### config.mk
export PLATFORM = sky130hd
export DESIGN_NAME = boot_rom_fetch
export DESIGN_NICKNAME = d
export VERILOG_FILES = /design/src/rtl/boot_rom_fetch.sv
export SDC_FILE = /design/constraint.sdc
export NUM_CORES = 1
export LEC_CHECK = 0
export CAP_MARGIN = 40
export CORE_ASPECT_RATIO = 1.75
export CORE_MARGIN = 1
export CORE_UTILIZATION = 38
export CTS_BUF_LIST = sky130_fd_sc_hd__clkbuf_4 sky130_fd_sc_hd__clkbuf_8
export DETAILED_ROUTE_END_ITERATION = 10
export PLACE_DENSITY = 0.7
export SYNTH_ARGS = -nofsm -noshare
export SYNTH_HDL_FRONTEND = slang
export SYNTH_SLANG_ARGS = --single-unit
### constraint.sdc
create_clock -name i_clk -period 2.75 [get_ports i_clk]
set_input_delay 0.6875 -clock i_clk [delete_from_list [all_inputs] [get_ports i_clk]]
set_output_delay 0.6875 -clock i_clk [all_outputs]
set_load 0.02 [all_outputs]
### src/rtl/boot_rom_fetch.sv
// Instruction-fetch read port for the boot ROM with a one-word sequential prefetch buffer.
// Sequential fetches hit the buffer and are acknowledged one cycle after acceptance.
//
// state | meaning
// IDLE  | waiting for a fetch; a hit or aligned miss issues a ROM read this cycle
// MISS  | ROM returns the requested word; the prefetch of W+1 is issued
// PF    | ROM returns the prefetched word, which is captured into the buffer
module boot_rom_fetch #(
    parameter int ADDR_W = 9
) (
    input  logic              i_clk,
    input  logic              i_rst,
    input  logic              i_req,
    input  logic [31:0]       i_addr,
    output logic              o_ack,
    output logic [31:0]       o_data,
    output logic              o_err,
    output logic [ADDR_W-1:0] o_rom_addr,
    input  logic [31:0]       i_rom_data
);

    typedef enum logic [1:0] {
        IDLE = 2'd0,
        MISS = 2'd1,
        PF   = 2'd2
    } state_t;

    state_t state, state_nxt;

    logic              buf_valid;
    logic [ADDR_W-1:0] buf_tag;
    logic [31:0]       buf_data;

    logic [ADDR_W-1:0] word_idx;
    logic [ADDR_W-1:0] word_nxt;
    logic              accept;
    logic              misaligned;
    logic              hit;

    // Address bits above the ROM window are decoded upstream.
    logic unused_addr_hi;
    assign unused_addr_hi = ^i_addr[31:ADDR_W+2];

    assign word_idx   = i_addr[ADDR_W+1:2];
    assign word_nxt   = word_idx + ADDR_W'(1);
    assign misaligned = (i_addr[1:0] != 2'b00);
    assign hit        = buf_valid && (buf_tag == word_idx);
    // The ack cycle never accepts, so a request held through it is not duplicated.
    assign accept     = (state == IDLE) && i_req && !o_ack;

    always_comb begin
        state_nxt  = state;
        o_rom_addr = word_idx;
        case (state)
            IDLE: begin
                if (accept && !misaligned) begin
                    if (hit) begin
                        o_rom_addr = word_nxt;
                        state_nxt  = PF;
                    end else begin
                        state_nxt  = MISS;
                    end
                end
            end
            MISS: begin
                o_rom_addr = buf_tag;
                state_nxt  = PF;
            end
            PF: begin
                o_rom_addr = buf_tag;
                state_nxt  = IDLE;
            end
            default: begin
                state_nxt = IDLE;
            end
        endcase
    end

    always_ff @(posedge i_clk) begin
        if (i_rst) begin
            state     <= IDLE;
            buf_valid <= 1'b0;
            buf_tag   <= '0;
            buf_data  <= '0;
            o_ack     <= 1'b0;
            o_err     <= 1'b0;
            o_data    <= '0;
        end else begin
            state <= state_nxt;
            o_ack <= 1'b0;
            case (state)
                IDLE: begin
                    if (accept) begin
                        if (misaligned) begin
                            o_ack  <= 1'b1;
                            o_err  <= 1'b1;
                            o_data <= '0;
                        end else if (hit) begin
                            o_ack   <= 1'b1;
                            o_err   <= 1'b0;
                            o_data  <= buf_data;
                            buf_tag <= word_nxt;
                        end else begin
                            buf_tag   <= word_nxt;
                            buf_valid <= 1'b0;
                        end
                    end
                end
                MISS: begin
                    o_ack  <= 1'b1;
                    o_err  <= 1'b0;
                    o_data <= i_rom_data;
                end
                PF: begin
                    buf_data  <= i_rom_data;
                    buf_valid <= 1'b1;
                end
                default: begin
                end
            endcase
        end
    end

endmodule

==> results.sh <==
export IMPL_synth_simple_area_share=0.164
export IMPL_cts_sinks=78
export IMPL_cp_data_arrival_time_ns=2.11
export IMPL_buffer_ports_inserted=88
export IMPL_clock_tree_from_tritoncts="built"
export IMPL_insertedDiodeCount=0
export IMPL_routed_wirelength_um=12000
export IMPL_globalRouteTotalUtil=0.214
export IMPL_fp_coreArea_sq_um=10400
export IMPL_report_power_total_w=0.00345
export IMPL_postSynth_asyncResetShare=0
export IMPL_endpoint="o_rom_addr[7]"
export IMPL_startpoint_type="input pin"
export IMPL_synth_area_mux_share=0.0830
export IMPL_rr_worst_depth=9
export IMPL_synth_area_sq_um=4110
export IMPL_detail_route_antenna_nets=0
export IMPL_via_per_inst=5.53
export IMPL_register_area_share_after_synthesis=0.380
export IMPL_syn_nets=533
export IMPL_flow_area_growth_from_synthesis_pct=44.4
export IMPL_crit_path_start="i_req"
export IMPL_setup_viol_count_final=5
export IMPL_post_synth_inst_count=461
export IMPL_yosys_most_used_dff="sky130_fd_sc_hd__dfxtp_1"
export IMPL_cts_root_to_sink_buffers=2
export IMPL_syn_area_per_cell_sq_um=8.92
export IMPL_crit_path_max_fanout=6
export IMPL_layout_setup_ws_ns=-0.0470
export IMPL_dieHeight_um=140
export IMPL_min_path_cells=1
export IMPL_fill_cells=892
export IMPL_max_slew_worst_pin_slew_ns=0.476
export IMPL_cts_clk_slew_worst_paths_ns=0.07
export IMPL_fp_dieArea_sq_um=11300
export IMPL_synth_seq_cells=78
export IMPL_initial_core_util=0.395
export IMPL_detailroute_via_count=3979
export IMPL_crit_reg2reg_launch="state[1]$_SDFFE_PP0P_"
export IMPL_cellPowerDensity_nw_per_um2=580
export IMPL_max_cap_violations=0
export IMPL_rsz0062_at_grt="yes"
export IMPL_place_hpwl_um=7950
export IMPL_instances_no_fill=720
export IMPL_io_pins=110
export IMPL_clock_root_buffer="sky130_fd_sc_hd__clkbuf_8"
export IMPL_number_of_search_and_repair_iterations_in_the_first_detailed_routing_pass=4
export IMPL_max_clock_freq_mhz=358
export IMPL_r2r_slack_ns=0.53
export IMPL_clock_skew_ns=0.00787
export IMPL_largest_net_degree_at_the_start_of_global_routing=80
export IMPL_drc=0
export IMPL_max_slew_margin=0.683
export IMPL_reg2reg_to="o_data[7]$_SDFFE_PP0P_"
export IMPL_fin_crit_sh=1.02
export IMPL_cp_end_kind="primary output"
export IMPL_synth_area_in_compound_gates=0.265
export IMPL_cts_hold_buffers_added=0
export IMPL_placement_rows=49
export IMPL_power_static_leakage_nw=2.28
export IMPL_crit_type="input pin to primary output"
export IMPL_nNetsFinal=661
export IMPL_post_synth_adder_cell_area=0.0152
export IMPL_yosys_area_share_xor_xnor=0.0359
export IMPL_first_iter_violations=148
export IMPL_drv_slew=0
export IMPL_failed_checks="negative setup slack"
export IMPL_cp_required_ns=2.06
export IMPL_hold_viol_final=0
export IMPL_edff_count_synth=0
export IMPL_fp_dieW_um=80.7
export IMPL_synth_top_family_by_area="compound AO/OA/AOI/OAI gates"
export IMPL_cts_buffers=9
export IMPL_cts_max_level=3
export IMPL_grt_first_pass_wirelength_um=18800
export IMPL_finalWeightedCongestion=0.900
export IMPL_status="finished with violations"
export IMPL_grt_pass1_vias=4005
export IMPL_clock_period_minus_final_worst_setup_slack_ns=2.80
export IMPL_yosys_warnings=0
export IMPL_synthDistinctLibCells=41
export IMPL_gr_total_overflow=0
export IMPL_final_core_utilization=0.570
export IMPL_final_layout_size_suffix_gt1_frac=0.266
export IMPL_ir_drop_uv=495
export IMPL_route_detailed_wl_per_inst_um=16.7
export IMPL_grt_antenna_before_repair=0
export IMPL_clk_lat_worst_skew_ns=0.35
export IMPL_placed_cells_incl_taps=693
export IMPL_worst_hold_class="flop to flop"
[metal layers]
layer / global-route usage / wire, um
met1: 0.236 / 4690
met2: 0.380 / 6550
met3: 0.0439 / 493
met4: 0.0987 / 282
met5: 0 / 0
[Yosys cell counts, drive strengths merged, types with 2 or more instances]
cell     n  share of area
a221oi  33          0.079
xnor2   13          0.030
ha       5          0.015
a211o    2         0.0043
a211oi  10          0.018
a31oi    2         0.0030
clkbuf  26          0.024
nor3     6         0.0097
inv      6         0.0055
a21boi  32          0.058
o22ai    2         0.0030
nand2   60          0.055
a21oi    6         0.0073
nand4    5          0.013
and3     6         0.0091
o211ai   4         0.0073
nor2    53          0.048
xor2     3         0.0064
nand3    6         0.0073
buf     20          0.029
mux2i   33          0.080
o21ai    8         0.0097
dfxtp   78           0.38
o31a    32          0.068
nor4     3          0.016
[logic make-up (layout without fill, tap and decap cells)]
group                    Yosys count  in the layout
AND/OR/NAND/NOR                  142            142
adder cells (fa/ha/maj)            5              5
buffers and inverters             52            184
multiplexers                      34             34
AO/OA/AOI/OAI                    134            134
flip-flops                        78             78
XOR/XNOR                          16             16
[sequential cells by signal, indices dropped and copies added, names as in the netlist]
| name | count |
|---|---|
| o_err | 1 |
| buf_tag | 9 |
| state | 2 |
| o_data | 32 |
| buf_valid | 1 |
| buf_data | 32 |
| o_ack | 1 |
[worst max-delay path, stage by stage]
cell and delay, ns:
sky130_fd_sc_hd__clkdlybuf4s15_1 0.19, sky130_fd_sc_hd__and3b_2 0.25, sky130_fd_sc_hd__nand2_4 0.08, sky130_fd_sc_hd__nor4_4 0.26
sky130_fd_sc_hd__buf_4 0.19, sky130_fd_sc_hd__nor2_2 0.04, sky130_fd_sc_hd__a211o_1 0.28, sky130_fd_sc_hd__buf_6 0.14
[worst min-delay path by stage]
stage                                   from                        to  slack [ns]
finish               o_data[29]$_SDFFE_PP0P_   o_data[29]$_SDFFE_PP0P_        0.48
global route         o_data[29]$_SDFFE_PP0P_   o_data[29]$_SDFFE_PP0P_        0.51
detailed placement   o_data[23]$_SDFFE_PP0P_   o_data[23]$_SDFFE_PP0P_        0.47
CTS                       o_err$_SDFFE_PP0P_        o_err$_SDFFE_PP0P_        0.49
global placement      o_data[9]$_SDFFE_PP0P_    o_data[9]$_SDFFE_PP0P_        0.46
floorplan           buf_data[0]$_SDFFE_PP0P_  buf_data[0]$_SDFFE_PP0P_        0.45
[where the power goes]
| part | switching (W) | total (W) | internal, W |
|---|---|---|---|
| Clock | 0.000409 | 0.000749 | 0.000340 |
| Combinational | 0.000675 | 0.00132 | 0.000649 |
| Sequential | 0.0000899 | 0.00137 | 0.00128 |
[repair_timing]
action	in CTS	in global routing
gates resized for setup	117	19
setup buffers	9	3
endpoints found under the setup margin	9	8
pin swaps	24	13
[stage by stage]
step	TNS [ns]	worst slack (ns)	instance area (sq um)	hold WS (ns)
global placement	-7.28	-0.924	5470	0.464
detailed placement	-9.89	-0.959	5490	0.468
global route	-0.791	-0.157	5940	0.511
CTS	-0.0586	-0.0217	5840	0.490
floorplan	0	0.0300	4140	0.455
finish	-0.201	-0.0470	5940	0.484
[area by class of cell]
type | instances | area (sq um) | area share
Multi-Input combinational cell | 331 | 2580 | 0.434
Timing Repair Buffer | 163 | 1460 | 0.245
Clock buffer | 11 | 139 | 0.0234
Clock inverter | 4 | 25.0 | 0.00421
Inverter | 6 | 22.5 | 0.00379
Sequential cell | 78 | 1560 | 0.263
Tap cell | 127 | 159 | 0.0267
[placed cells by master, fill, tap and decap left out, drive strengths merged, types with 2 or more instances in the layout]
cell | netlist | routed
clkinv | 0 | 2
nand3 | 6 | 6
clkdlybuf4s50 | 0 | 66
a21boi | 32 | 32
xnor2 | 13 | 13
a211oi | 10 | 10
nor3 | 6 | 6
o22ai | 2 | 2
clkbuf | 26 | 11
o211ai | 4 | 4
nand4 | 5 | 5
clkinvlp | 0 | 2
a31oi | 2 | 2
ha | 5 | 5
nor4 | 3 | 3
inv | 6 | 6
nor2 | 53 | 53
nand2 | 60 | 60
dfxtp | 78 | 78
o31a | 32 | 32
mux2i | 33 | 33
a221oi | 33 | 33
a211o | 2 | 2
a21oi | 6 | 6
clkdlybuf4s15 | 0 | 3
o21ai | 8 | 8
and3 | 6 | 6
xor2 | 3 | 3
buf | 20 | 94
No activity file was read; power rests on OpenSTA's default activity.
==> RTL edit (same settings) <==
The 3 states of `state_t` get a one-hot encoding in 3 bits.
--- a/src/rtl/boot_rom_fetch.sv
+++ b/src/rtl/boot_rom_fetch.sv
@@ -21,6 +21,6 @@
 
-    typedef enum logic [1:0] {
-        IDLE = 2'd0,
-        MISS = 2'd1,
-        PF   = 2'd2
+    typedef enum logic [2:0] {
+        IDLE = 3'b001,
+        MISS = 3'b010,
+        PF   = 3'b100
     } state_t;
Behaviour: same outputs for any inputs over 4 cycles, from zero or initial values and one cycle with i_rst high; so few cycles prove little.
==> RTL edit against the original RTL <==
The flow still finishes with violations (negative setup slack). Worst setup slack worse by 0.047 ns. Register-to-register slack better by 0.28 ns. Sequential share of layout area up 3.0 points. Design area down 9.2%. Via count down 4.4%. Clock skew about the same. Sequential cell count up 1. Synthesized area down 6.3%. Wire length down 5.4%. Critical endpoint is now o_rom_addr[5]. Largest cell class unchanged.
Power is not compared: it rests on default switching activity, and its combinational part moved more than twofold at a synthesized area within 25%.
==> RTL edit: results <==
group,metric,value,unit
status,outcome,"finished with violations",
status,violations,"negative setup slack",
synthesis,ys_seq_area_share,41.0,%
layout,signal_buffers,140,
synthesis,netlist_top_cells_count,"nand2_1 (81), dfxtp_1 (79), a21oi_1 (70)",
detailed_routing,avgViaCountPerCell,5.48,
worst_setup_path,r2r-start,"state[0]",
synthesis,synth-compound-area-share,24.9,%
layout,n_clock_buffer,10,
layout,drive_gt1_share,27.1,%
synthesis,synthesis.nets,523,
sta,worst-slew-pin-transition,0.741,ns
worst_hold_path,holdCritStartpoint,"buf_data[7]",
layout,bufAreaShareNonClock,23.1,%
sta,setup_slack,-0.0942,ns
layout,inverters,2,
detailed_routing,drt_iter0_markers,190,
detailed_routing,met1Wirelength,4470,um
synthesis,synth.distinct_cells,43,
detailed_routing,routedWlPerCell,16.4,um
layout,layout.cells.non_filler,694,
global_route,met3_usage,4.98,%
sta,setup_tns,-0.170,ns
die,die_area,10600,um2
worst_setup_path,cp-startpoint,"i_addr[4]",
clock_network,cts.sinks,79,
synthesis,syn_inst,455,
global_route,grt_pass1_wl,17700,um
detailed_routing,wl_met3,518,um
worst_setup_path,arrival,2.16,ns
worst_setup_path,crit_path_max_fanout,5,
place,placed_cell_area,5080,um2
detailed_routing,wl_met2,6010,um
layout,multi_input_area_share,40.9,%
worst_setup_path,slowest_delay,0.37,ns
place,post-place-ws,-0.996,ns
place,dp_hpwl,7630,um
global_route,groute.usage.overall,21.6,%
synthesis,synth.area.top_cells,"dfxtp_1 (41%), a211oi_2 (9.7%), a21oi_1 (9.1%)",
global_route,first_global_vias,3624,
global_route,met1_usage,22.6,%
sta,setup_violations,3,
[RTL edit: power by group through the flow]
stage	Combinational [mW]	Sequential, mW	Clock [mW]
floorplan	0.207	1.29	0
finish	0.514	1.22	0.867
global route	0.546	1.23	0.934
CTS	0.513	1.22	0.888
global placement	0.492	1.25	0
detailed placement	0.502	1.25	0
[RTL edit: path summary, 6_finish.rpt]
check / slack, ns / cells after the start / endpoint
worst max-delay path: -0.09 / 7 / o_rom_addr[5]
worst min-delay path: 0.45 / 2 / buf_data[7]
worst max register to register: 0.81 / 7 / o_data[25]
worst min register to register: 0.45 / 2 / buf_data[7]
[RTL edit: timing repair]
item,4_1_cts,5_1_grt
cloned,1,0
endpoints found under the hold margin,0,0
pin swaps,24,10
resized for setup,122,4
setup buffers,3,1
endpoints found under the setup margin,9,9
[RTL edit: worst max-delay path: cells and delay by family]
| family | cells | cell delay, ns |
|---|---|---|
| AOI/OAI and AO/OA | 2 | 0.37 |
| buffers and inverters | 3 | 0.53 |
| and+or+nand+nor | 2 | 0.56 |
